===== src/rtl/gesture_pkg.sv =====
// rtl/gesture_pkg.sv - shared types and constants for the gesture read path
package gesture_pkg;

    typedef enum logic [2:0] {
        S_IDLE,
        S_WAIT_POLL,
        S_REQ,
        S_WAIT_END,
        S_DECODE
`ifdef GESTURE_WAVE_EN
        ,
        S_REQ2,
        S_WAIT_END2
`endif
    } state_t;

    localparam logic [3:0] G_NONE          = 4'd0;
    localparam logic [3:0] G_UP            = 4'd1;
    localparam logic [3:0] G_DOWN          = 4'd2;
    localparam logic [3:0] G_LEFT          = 4'd3;
    localparam logic [3:0] G_RIGHT         = 4'd4;
    localparam logic [3:0] G_FORWARD       = 4'd5;
    localparam logic [3:0] G_BACKWARD      = 4'd6;
    localparam logic [3:0] G_CLOCKWISE     = 4'd7;
    localparam logic [3:0] G_ANTICLOCKWISE = 4'd8;
    localparam logic [3:0] G_WAVE          = 4'd9;

    localparam logic [7:0] ADDR_FLAG1 = 8'h43;
    localparam logic [7:0] ADDR_FLAG2 = 8'h44;

    localparam logic [2:0] STEP_ACTIVE = 3'd5;

endpackage


===== src/rtl/gesture_decode.sv =====
// rtl/gesture_decode.sv - lowest-set-bit priority encoder for the gesture flag byte
module gesture_decode
    import gesture_pkg::*;
(
    input  logic [7:0] flag_byte,
    output logic [3:0] code,
    output logic       nz
);

    // Scan from the top bit down so the lowest set bit is the last to win.
    always_comb begin
        code = G_NONE;
        for (int i = 7; i >= 0; i--) begin
            if (flag_byte[i]) begin
                code = 4'(i + 1);
            end
        end
        nz = |flag_byte;
    end

endmodule


===== src/rtl/gesture_rd_ctrl.sv =====
// rtl/gesture_rd_ctrl.sv - polls gesture flag register over i2c_ctrl and decodes it; optional GESTURE_WAVE_EN
module gesture_rd_ctrl
    import gesture_pkg::*;
#(
    parameter logic [15:0] POLL_CYCLES    = 16'd25000,
    parameter logic [15:0] TIMEOUT_CYCLES = 16'd4000,
    parameter logic [7:0]  FLAG_REG       = ADDR_FLAG1
) (
    input  logic       i2c_clk,
    input  logic       sys_rst_n,
    input  logic [2:0] step,
    input  logic       i2c_end,
    input  logic [7:0] rd_data,
    output logic       rd_start,
    output logic [7:0] rd_addr,
    output logic       gesture_valid,
    output logic [3:0] gesture_code,
    output logic [7:0] gesture_raw,
    output logic       rd_timeout
);

    state_t      state_q;
    state_t      state_d;
    logic [15:0] poll_cnt;
    logic [15:0] to_cnt;
    logic        active;
    logic        in_wait_end;
    logic [3:0]  dec_code;
    logic        dec_nz;

    assign active = (step == STEP_ACTIVE);

`ifdef GESTURE_WAVE_EN
    logic wave_pend;
    assign in_wait_end = (state_q == S_WAIT_END) || (state_q == S_WAIT_END2);
`else
    assign in_wait_end = (state_q == S_WAIT_END);
`endif

    gesture_decode u_decode (
        .flag_byte (gesture_raw),
        .code      (dec_code),
        .nz        (dec_nz)
    );

    // State register.
    always_ff @(posedge i2c_clk or negedge sys_rst_n) begin
        if (!sys_rst_n) begin
            state_q <= S_IDLE;
        end else begin
            state_q <= state_d;
        end
    end

    // Next-state logic plus the one-cycle request and timeout strobes.
    always_comb begin
        state_d    = state_q;
        rd_start   = 1'b0;
        rd_timeout = 1'b0;
        if (!active) begin
            state_d = S_IDLE;
        end else begin
            case (state_q)
                S_IDLE:      state_d = S_WAIT_POLL;
                S_WAIT_POLL: begin
                    if (poll_cnt == POLL_CYCLES - 16'd1) begin
                        state_d = S_REQ;
                    end
                end
                S_REQ: begin
                    rd_start = 1'b1;
                    state_d  = S_WAIT_END;
                end
                S_WAIT_END: begin
                    if (i2c_end) begin
                        state_d = S_DECODE;
                    end else if (to_cnt == TIMEOUT_CYCLES - 16'd1) begin
                        rd_timeout = 1'b1;
                        state_d    = S_WAIT_POLL;
                    end
                end
                S_DECODE: begin
`ifdef GESTURE_WAVE_EN
                    state_d = dec_nz ? S_WAIT_POLL : S_REQ2;
`else
                    state_d = S_WAIT_POLL;
`endif
                end
`ifdef GESTURE_WAVE_EN
                S_REQ2: begin
                    rd_start = 1'b1;
                    state_d  = S_WAIT_END2;
                end
                S_WAIT_END2: begin
                    if (i2c_end) begin
                        state_d = S_WAIT_POLL;
                    end else if (to_cnt == TIMEOUT_CYCLES - 16'd1) begin
                        rd_timeout = 1'b1;
                        state_d    = S_WAIT_POLL;
                    end
                end
`endif
                default:     state_d = S_IDLE;
            endcase
        end
    end

    // Counters run only while the FSM stays in their wait state, so each entry starts from zero.
    always_ff @(posedge i2c_clk or negedge sys_rst_n) begin
        if (!sys_rst_n) begin
            poll_cnt <= 16'd0;
            to_cnt   <= 16'd0;
        end else begin
            poll_cnt <= (state_q == S_WAIT_POLL && state_d == S_WAIT_POLL) ? poll_cnt + 16'd1 : 16'd0;
            to_cnt   <= (in_wait_end && state_d == state_q) ? to_cnt + 16'd1 : 16'd0;
        end
    end

    // Register address is loaded as a request is entered and held until the next one.
    always_ff @(posedge i2c_clk or negedge sys_rst_n) begin
        if (!sys_rst_n) begin
            rd_addr <= 8'h00;
        end else if (state_d == S_IDLE) begin
            rd_addr <= 8'h00;
        end else if (state_d == S_REQ) begin
            rd_addr <= FLAG_REG;
`ifdef GESTURE_WAVE_EN
        end else if (state_d == S_REQ2) begin
            rd_addr <= ADDR_FLAG2;
`endif
        end
    end

    // Capture the flag byte on completion; only the first register's byte is exposed.
    always_ff @(posedge i2c_clk or negedge sys_rst_n) begin
        if (!sys_rst_n) begin
            gesture_raw <= 8'h00;
        end else if (active && state_q == S_WAIT_END && i2c_end) begin
            gesture_raw <= rd_data;
        end
    end

`ifdef GESTURE_WAVE_EN
    // Remember a wave hit for one cycle so its strobe lines up two cycles after i2c_end.
    always_ff @(posedge i2c_clk or negedge sys_rst_n) begin
        if (!sys_rst_n) begin
            wave_pend <= 1'b0;
        end else begin
            wave_pend <= active && (state_q == S_WAIT_END2) && i2c_end && rd_data[0];
        end
    end
`endif

    // Publish a decoded gesture with a single-cycle strobe; zero bytes leave the code untouched.
    always_ff @(posedge i2c_clk or negedge sys_rst_n) begin
        if (!sys_rst_n) begin
            gesture_valid <= 1'b0;
            gesture_code  <= G_NONE;
        end else begin
            gesture_valid <= 1'b0;
            if (active && state_q == S_DECODE && dec_nz) begin
                gesture_valid <= 1'b1;
                gesture_code  <= dec_code;
            end
`ifdef GESTURE_WAVE_EN
            else if (active && wave_pend) begin
                gesture_valid <= 1'b1;
                gesture_code  <= G_WAVE;
            end
`endif
        end
    end

endmodule


===== config.mk =====
export PLATFORM = sky130hd
export DESIGN_NAME = gesture_rd_ctrl
export DESIGN_NICKNAME = d
export VERILOG_FILES = /design/src/rtl/gesture_pkg.sv /design/src/rtl/gesture_decode.sv /design/src/rtl/gesture_rd_ctrl.sv
export SDC_FILE = /design/constraint.sdc
export NUM_CORES = 1
export LEC_CHECK = 0
export BUFFER_PORTS_ARGS = -buffer_cell sky130_fd_sc_hd__buf_2
export CAP_MARGIN = 20
export CORE_AREA = 2 2 87 89
export DETAILED_ROUTE_END_ITERATION = 8
export DIE_AREA = 0 0 89 91
export PLACE_DENSITY = 0.6
export SLEW_MARGIN = 25
export SYNTH_ARGS = -nofsm -noshare
export SYNTH_HDL_FRONTEND = slang
export SYNTH_SLANG_ARGS = --single-unit

===== constraint.sdc =====
create_clock -name i2c_clk -period 2.5 [get_ports i2c_clk]
set_clock_uncertainty 0.05 [all_clocks]
set_input_delay 0.375 -clock i2c_clk [delete_from_list [all_inputs] [get_ports i2c_clk]]
set_output_delay 0.375 -clock i2c_clk [all_outputs]
set_load 0.01 [all_outputs]

# Yosys cells after proc, flatten, opt, wreduce, memory -nomap -nowiden
# Cells that the tools add are included.
# Widths: inputs -> output; s select.
[classes] n_addsub=2 eq_ne=10 mux=24 reduce_logical=11
[ops] operator="$add 16x1->16 const B" n=2
[ops] operator="$mux 16" n=2
[ops] operator="$mux 4" n=8
[ops] operator="$eq 16x12->1 const B" n=1
[ops] operator="$eq 16x15->1 const B" n=1
[ops] operator="$mux 8" n=2
[ops] operator="$mux 3" n=4
[ops] operator="$pmux 3 s4" n=1
[ops] operator="$eq 3x2->1 const B" n=3
[ops] operator="$reduce_or 8->1" n=1
[ops] operator="$mux 1" n=7
[ops] operator="$eq 3x1->1 const B" n=2
[ops] operator="$eq 3x3->1 const B" n=2
[ops] operator="$logic_and 1x1->1" n=6
[ops] operator="$logic_not 3->1" n=2
[ops] operator="$eq 3x3->1" n=1
[ops] operator="$reduce_bool 2->1" n=1
[ops] operator="$reduce_or 2->1" n=1
[totals] output_inout_bits=23 inputBits=14 wordCells=54 ff_bits=56

# Depth between registers and ports, before layout
[depth] depth_word=8 mapped_depth=7 mapped_depth_nobuf=5

# By module
# A second synthesis with hierarchy kept.
[unflattened] cells_unflattened=234 hier_area_um2=2439.8
[by_module_without_submodules] mod="gesture_rd_ctrl" area_each_um2=2351.0 seq_area_each_um2=1226.2 cells_each=220 n_inst=1
[by_module_without_submodules] mod="gesture_decode" area_each_um2=88.8 seq_area_each_um2=0.0 cells_each=14 n_inst=1

# Worst setup path after synthesis
# Ideal clock, no wire load.
[synth_path] path_kind="reg-to-reg" start="register poll_cnt[9]" end="register poll_cnt[10]" setup_slack_ns=0.691 n_path_buf=2 t_arrival_ns=1.640 setup_time_ns=0.119 t_required_ns=2.331 stages_incl_launch_ff=7 period_less_slack_ns=1.809 path_cell_list="dfrtp_1 or4_4 nor4_4 nand2b_1 buf_6 buf_12 nor2_1"
[synth_between] elab_chain_cells=7 word_cells_on_any_way=8 classes_between="1 x add/sub; 2 x eq/ne; 4 x mux; 1 x reduce/logical"
[synth_rtl] element="start: declaration" line="gesture_rd_ctrl.sv:24" text="logic [15:0] poll_cnt;"
[synth_rtl] element="start signal: assignment" line="gesture_rd_ctrl.sv:114" text="poll_cnt <= (state_q == S_WAIT_POLL && state_d == S_WAIT_POLL) ? poll_cnt + 16'd1 : 16'd0;"
[synth_rtl] element="$eq 16x15->1" line="gesture_rd_ctrl.sv:66" text="if (poll_cnt == POLL_CYCLES - 16'd1) begin"
[synth_rtl] element="$mux 3" line="gesture_rd_ctrl.sv:66"
[synth_rtl] element="$pmux 3 s4" line="gesture_rd_ctrl.sv:63" text="case (state_q)"
[synth_rtl] element="$mux 3" line="gesture_rd_ctrl.sv:60" text="if (!active) begin"
[synth_rtl] element="$eq 3x1->1" line="gesture_rd_ctrl.sv:114"
[synth_rtl] element="$logic_and 1x1->1" line="gesture_rd_ctrl.sv:114"
[synth_rtl] element="$mux 16 (*)" line="gesture_rd_ctrl.sv:114"
# Every way passes the cells marked *; elsewhere a longest branch is shown, timed or not.
# A chain may end at the register's enable or synchronous reset.

# Worst setup path in the final report
[layout_path] start="register to_cnt[0]" end="output rd_timeout"
[layout_between] elab_chain_cells=5
[layout_rtl] element="start: declaration" line="gesture_rd_ctrl.sv:25" text="logic [15:0] to_cnt;"
[layout_rtl] element="start signal: assignment" line="gesture_rd_ctrl.sv:115" text="to_cnt <= (in_wait_end && state_d == state_q) ? to_cnt + 16'd1 : 16'd0;"
[layout_rtl] element="$eq 16x12->1" line="gesture_rd_ctrl.sv:77" text="end else if (to_cnt == TIMEOUT_CYCLES - 16'd1) begin"
[layout_rtl] element="$mux 1" line="gesture_rd_ctrl.sv:77"
[layout_rtl] element="$mux 1" line="gesture_rd_ctrl.sv:75" text="if (i2c_end) begin"
[layout_rtl] element="$mux 1" line="gesture_rd_ctrl.sv:63"
[layout_rtl] element="$mux 1" line="gesture_rd_ctrl.sv:60"
[layout_rtl] element="end: declaration" line="gesture_rd_ctrl.sv:19" text="output logic rd_timeout"
# Every way passes these cells.

==> metrics.cfg <==
[outcome]
status=completed

[pwr]
max-vdd-ir-drop_v=0.000248
powerDensity_nw_per_um2=510
p_leak_nw=1.21

[grt]
grt-ovfl-total=0
grt_pass1_vias=1674
grt_first_pass_wirelength_um=8340
grt_use_total_pct=13.0
grt_max_degree=26
antenna_found_initial=0

[place]
post-place-ws_ns=0.480
portBuffers=31
dp_cells=363
hpwl_um=3430
gp_congestion=0.747

[floorplanning]
io_pins=37
dieHeight_um=91
start_util_pct=33.8
dieWidth_um=89
coreArea_um2=7140
num_rows=31
fp.dieArea_um2=8100

[setup_path]
critPathKind=reg -> out
arrival_ns=1.70
startpoint=to_cnt[0]
cp-start-kind=flop
required_ns=2.08
worstSetupEndpointType=primary output
crit_fanout=6
r2r-start=poll_cnt[9]

[min_path]
hp-class=in -> async

[synth]
synth_cell_types=39
ys_ff_latch=49
syn_inst=236
yosysSeqAreaShare_pct=50.8
synth_flop_cell=dfrtp_1
synth_async_sr_flop_share_pct=100
syn_avg_cell_area_um2=10.2
yosysWarnings=0
syn-cell-area_um2=2410
synth-edff-count=0

[detailed_routing]
drt_iter0_markers=78
num_vias=1752
drt_pass1_iterations=4
drc_errors=0
routed_wl_um=4750
viasPerCell=4.72
routedWlPerCell_um=12.8
postRouteAntennaNets=0

[sta]
setup_ws_ns=0.376
max_freq_mhz=471
rsz0062_at_grt=false
hold_ws_ns=0.00846
drv_slew=0
finalSetupViolations=0
fin_setup_tns_ns=0
finalCritPeriodShare_pct=85.0
min_period_ns=2.12
worst_slew_pin_slew_ns=0.560
hold_viol_final=0
slew_headroom_pct=62.7

[clock_network]
clock_latency_ns=0.30
clockBufferDepth=2
ctsHoldBuffers=0
cts_resized=0
ctsHtreeMaxLevel=2
cts_buffers=5
cts_tree=built
root_buffer=clkbuf_8
postCtsSetupBuffers=0
clock-sinks=49
clkTransAtPathRegs_ns=0.09

[cells_and_area]
final_layout_size_suffix_gt1_share_pct=21.3
fin_cells=371
finalNetCount=287
area_growth_pct=14.5
diodes=0
fillers=732

[flow_run]
maxCapViolCount=0

## registers in the layout, summed over array words and instances (netlist names)
name and count:
gesture_raw 8, gesture_code 4, rd_addr 1, gesture_valid 1, state_q 3, poll_cnt 16, to_cnt 16
## cells in the mapped netlist, types with 2 or more instances
| master | instances | share of area [%] |
|---|---|---|
| mux2_2 | 10 | 4.7 |
| buf_4 | 7 | 2.2 |
| nor4_1 | 5 | 1.3 |
| clkbuf_1 | 2 | 0.31 |
| o21ai_0 | 5 | 1.0 |
| a21oi_1 | 8 | 1.7 |
| dfrtp_1 | 49 | 51 |
| or2_2 | 2 | 0.52 |
| nor2b_1 | 2 | 0.52 |
| and4_1 | 5 | 1.8 |
| inv_1 | 9 | 1.4 |
| or4_1 | 2 | 0.62 |
| nand4_1 | 12 | 3.1 |
| nand3_1 | 13 | 2.7 |
| ha_1 | 2 | 1.0 |
| xor2_1 | 12 | 4.4 |
| nor3_1 | 5 | 1.0 |
| o31ai_1 | 2 | 0.62 |
| xnor2_1 | 13 | 4.7 |
| nor2_1 | 36 | 5.6 |
| nand2_1 | 13 | 2.0 |
| and3_1 | 2 | 0.52 |
| or3_1 | 3 | 0.78 |
| nand2b_1 | 2 | 0.52 |
## cell families after synthesis
logic type               share of synthesized area, %
AND/OR/NAND/NOR                                  24.8
AO/OA/AOI/OAI                                    4.35
buffers and inverters                            5.18
other                                           0.155
flip-flops                                       50.8
XOR/XNOR                                         9.07
adder cells (fa/ha/maj)                          1.04
multiplexers                                     4.66
## worst max-delay path: stages, from the launching register on
cell	delay [ns]
dfrtp_1	0.42
ha_1	0.22
and4_1	0.33
nand4_1	0.17
nor2_1	0.12
buf_2	0.14
## power by group
| part | total [mW] | switching [mW] | internal (mW) |
|---|---|---|---|
| Clock | 0.579 | 0.253 | 0.326 |
| Combinational | 0.0371 | 0.0253 | 0.0118 |
| Sequential | 0.793 | 0.000849 | 0.792 |
| Total | 1.41 | 0.279 | 1.13 |
## worst paths after layout
kind / end / slack, ns / cells after the start
setup / recovery: rd_timeout / 0.38 / 5
hold / removal: to_cnt[10] / 0.008 / 1
setup reg to reg: poll_cnt[9] / 0.50 / 5
hold reg to reg: poll_cnt[0] / 0.41 / 1
max in group asynchronous: poll_cnt[3] / 1.75 / 2
min in group i2c_clk: gesture_raw[7] / 0.25 / 2
## per-stage QoR
| stage | cell area (um2) | total power, mW | util [%] |
|---|---|---|---|
| after floorplan | 2430 | 0.824 | - |
| after global routing | 2760 | 1.47 | 38.7 |
| after CTS | 2760 | 1.44 | 38.7 |
| after global placement | 2650 | 0.848 | 37.1 |
| after detailed placement | 2650 | 0.848 | 37.1 |
| final | 2760 | 1.41 | 38.7 |
## cell type report
type / instances / area [um2] / area share (%)
multi-input cells: 171 / 1080 / 39.0
flip-flops and latches: 49 / 1230 / 44.4
clock buffers: 7 / 86.3 / 3.12
inverters: 9 / 33.8 / 1.22
clock inverters: 1 / 30.0 / 1.09
well taps: 99 / 124 / 4.48
repair buffers: 35 / 185 / 6.70
## cells in the final DEF (no fill, tap or decap), drive strengths merged
cell / count
nor2: 37
nand4: 12
o31ai: 2
or3: 3
bufinv: 1
nor3b: 1
or2: 2
and3: 2
and3b: 1
nand2b: 2
nand2: 13
buf: 35
nand3b: 1
nor2b: 2
xnor2: 13
a21oi: 8
dfrtp: 49
a22o: 1
or4: 3
ha: 2
inv: 9
mux2: 10
nand4b: 1
conb: 5
nor3: 5
and4bb: 1
o211ai: 1
o41ai: 1
nand3: 13
o21ai: 5
nor4: 6
xor2: 12
clkbuf: 7
and4: 5
and2: 1
## per-layer routing
metal	GRT usage, %	share of wire, %
met4	4.48	1.2
met1	19.1	48
met5	0	0
met3	3.09	3.0
met2	18.5	47
No activity file was read; power rests on OpenSTA's default activity.
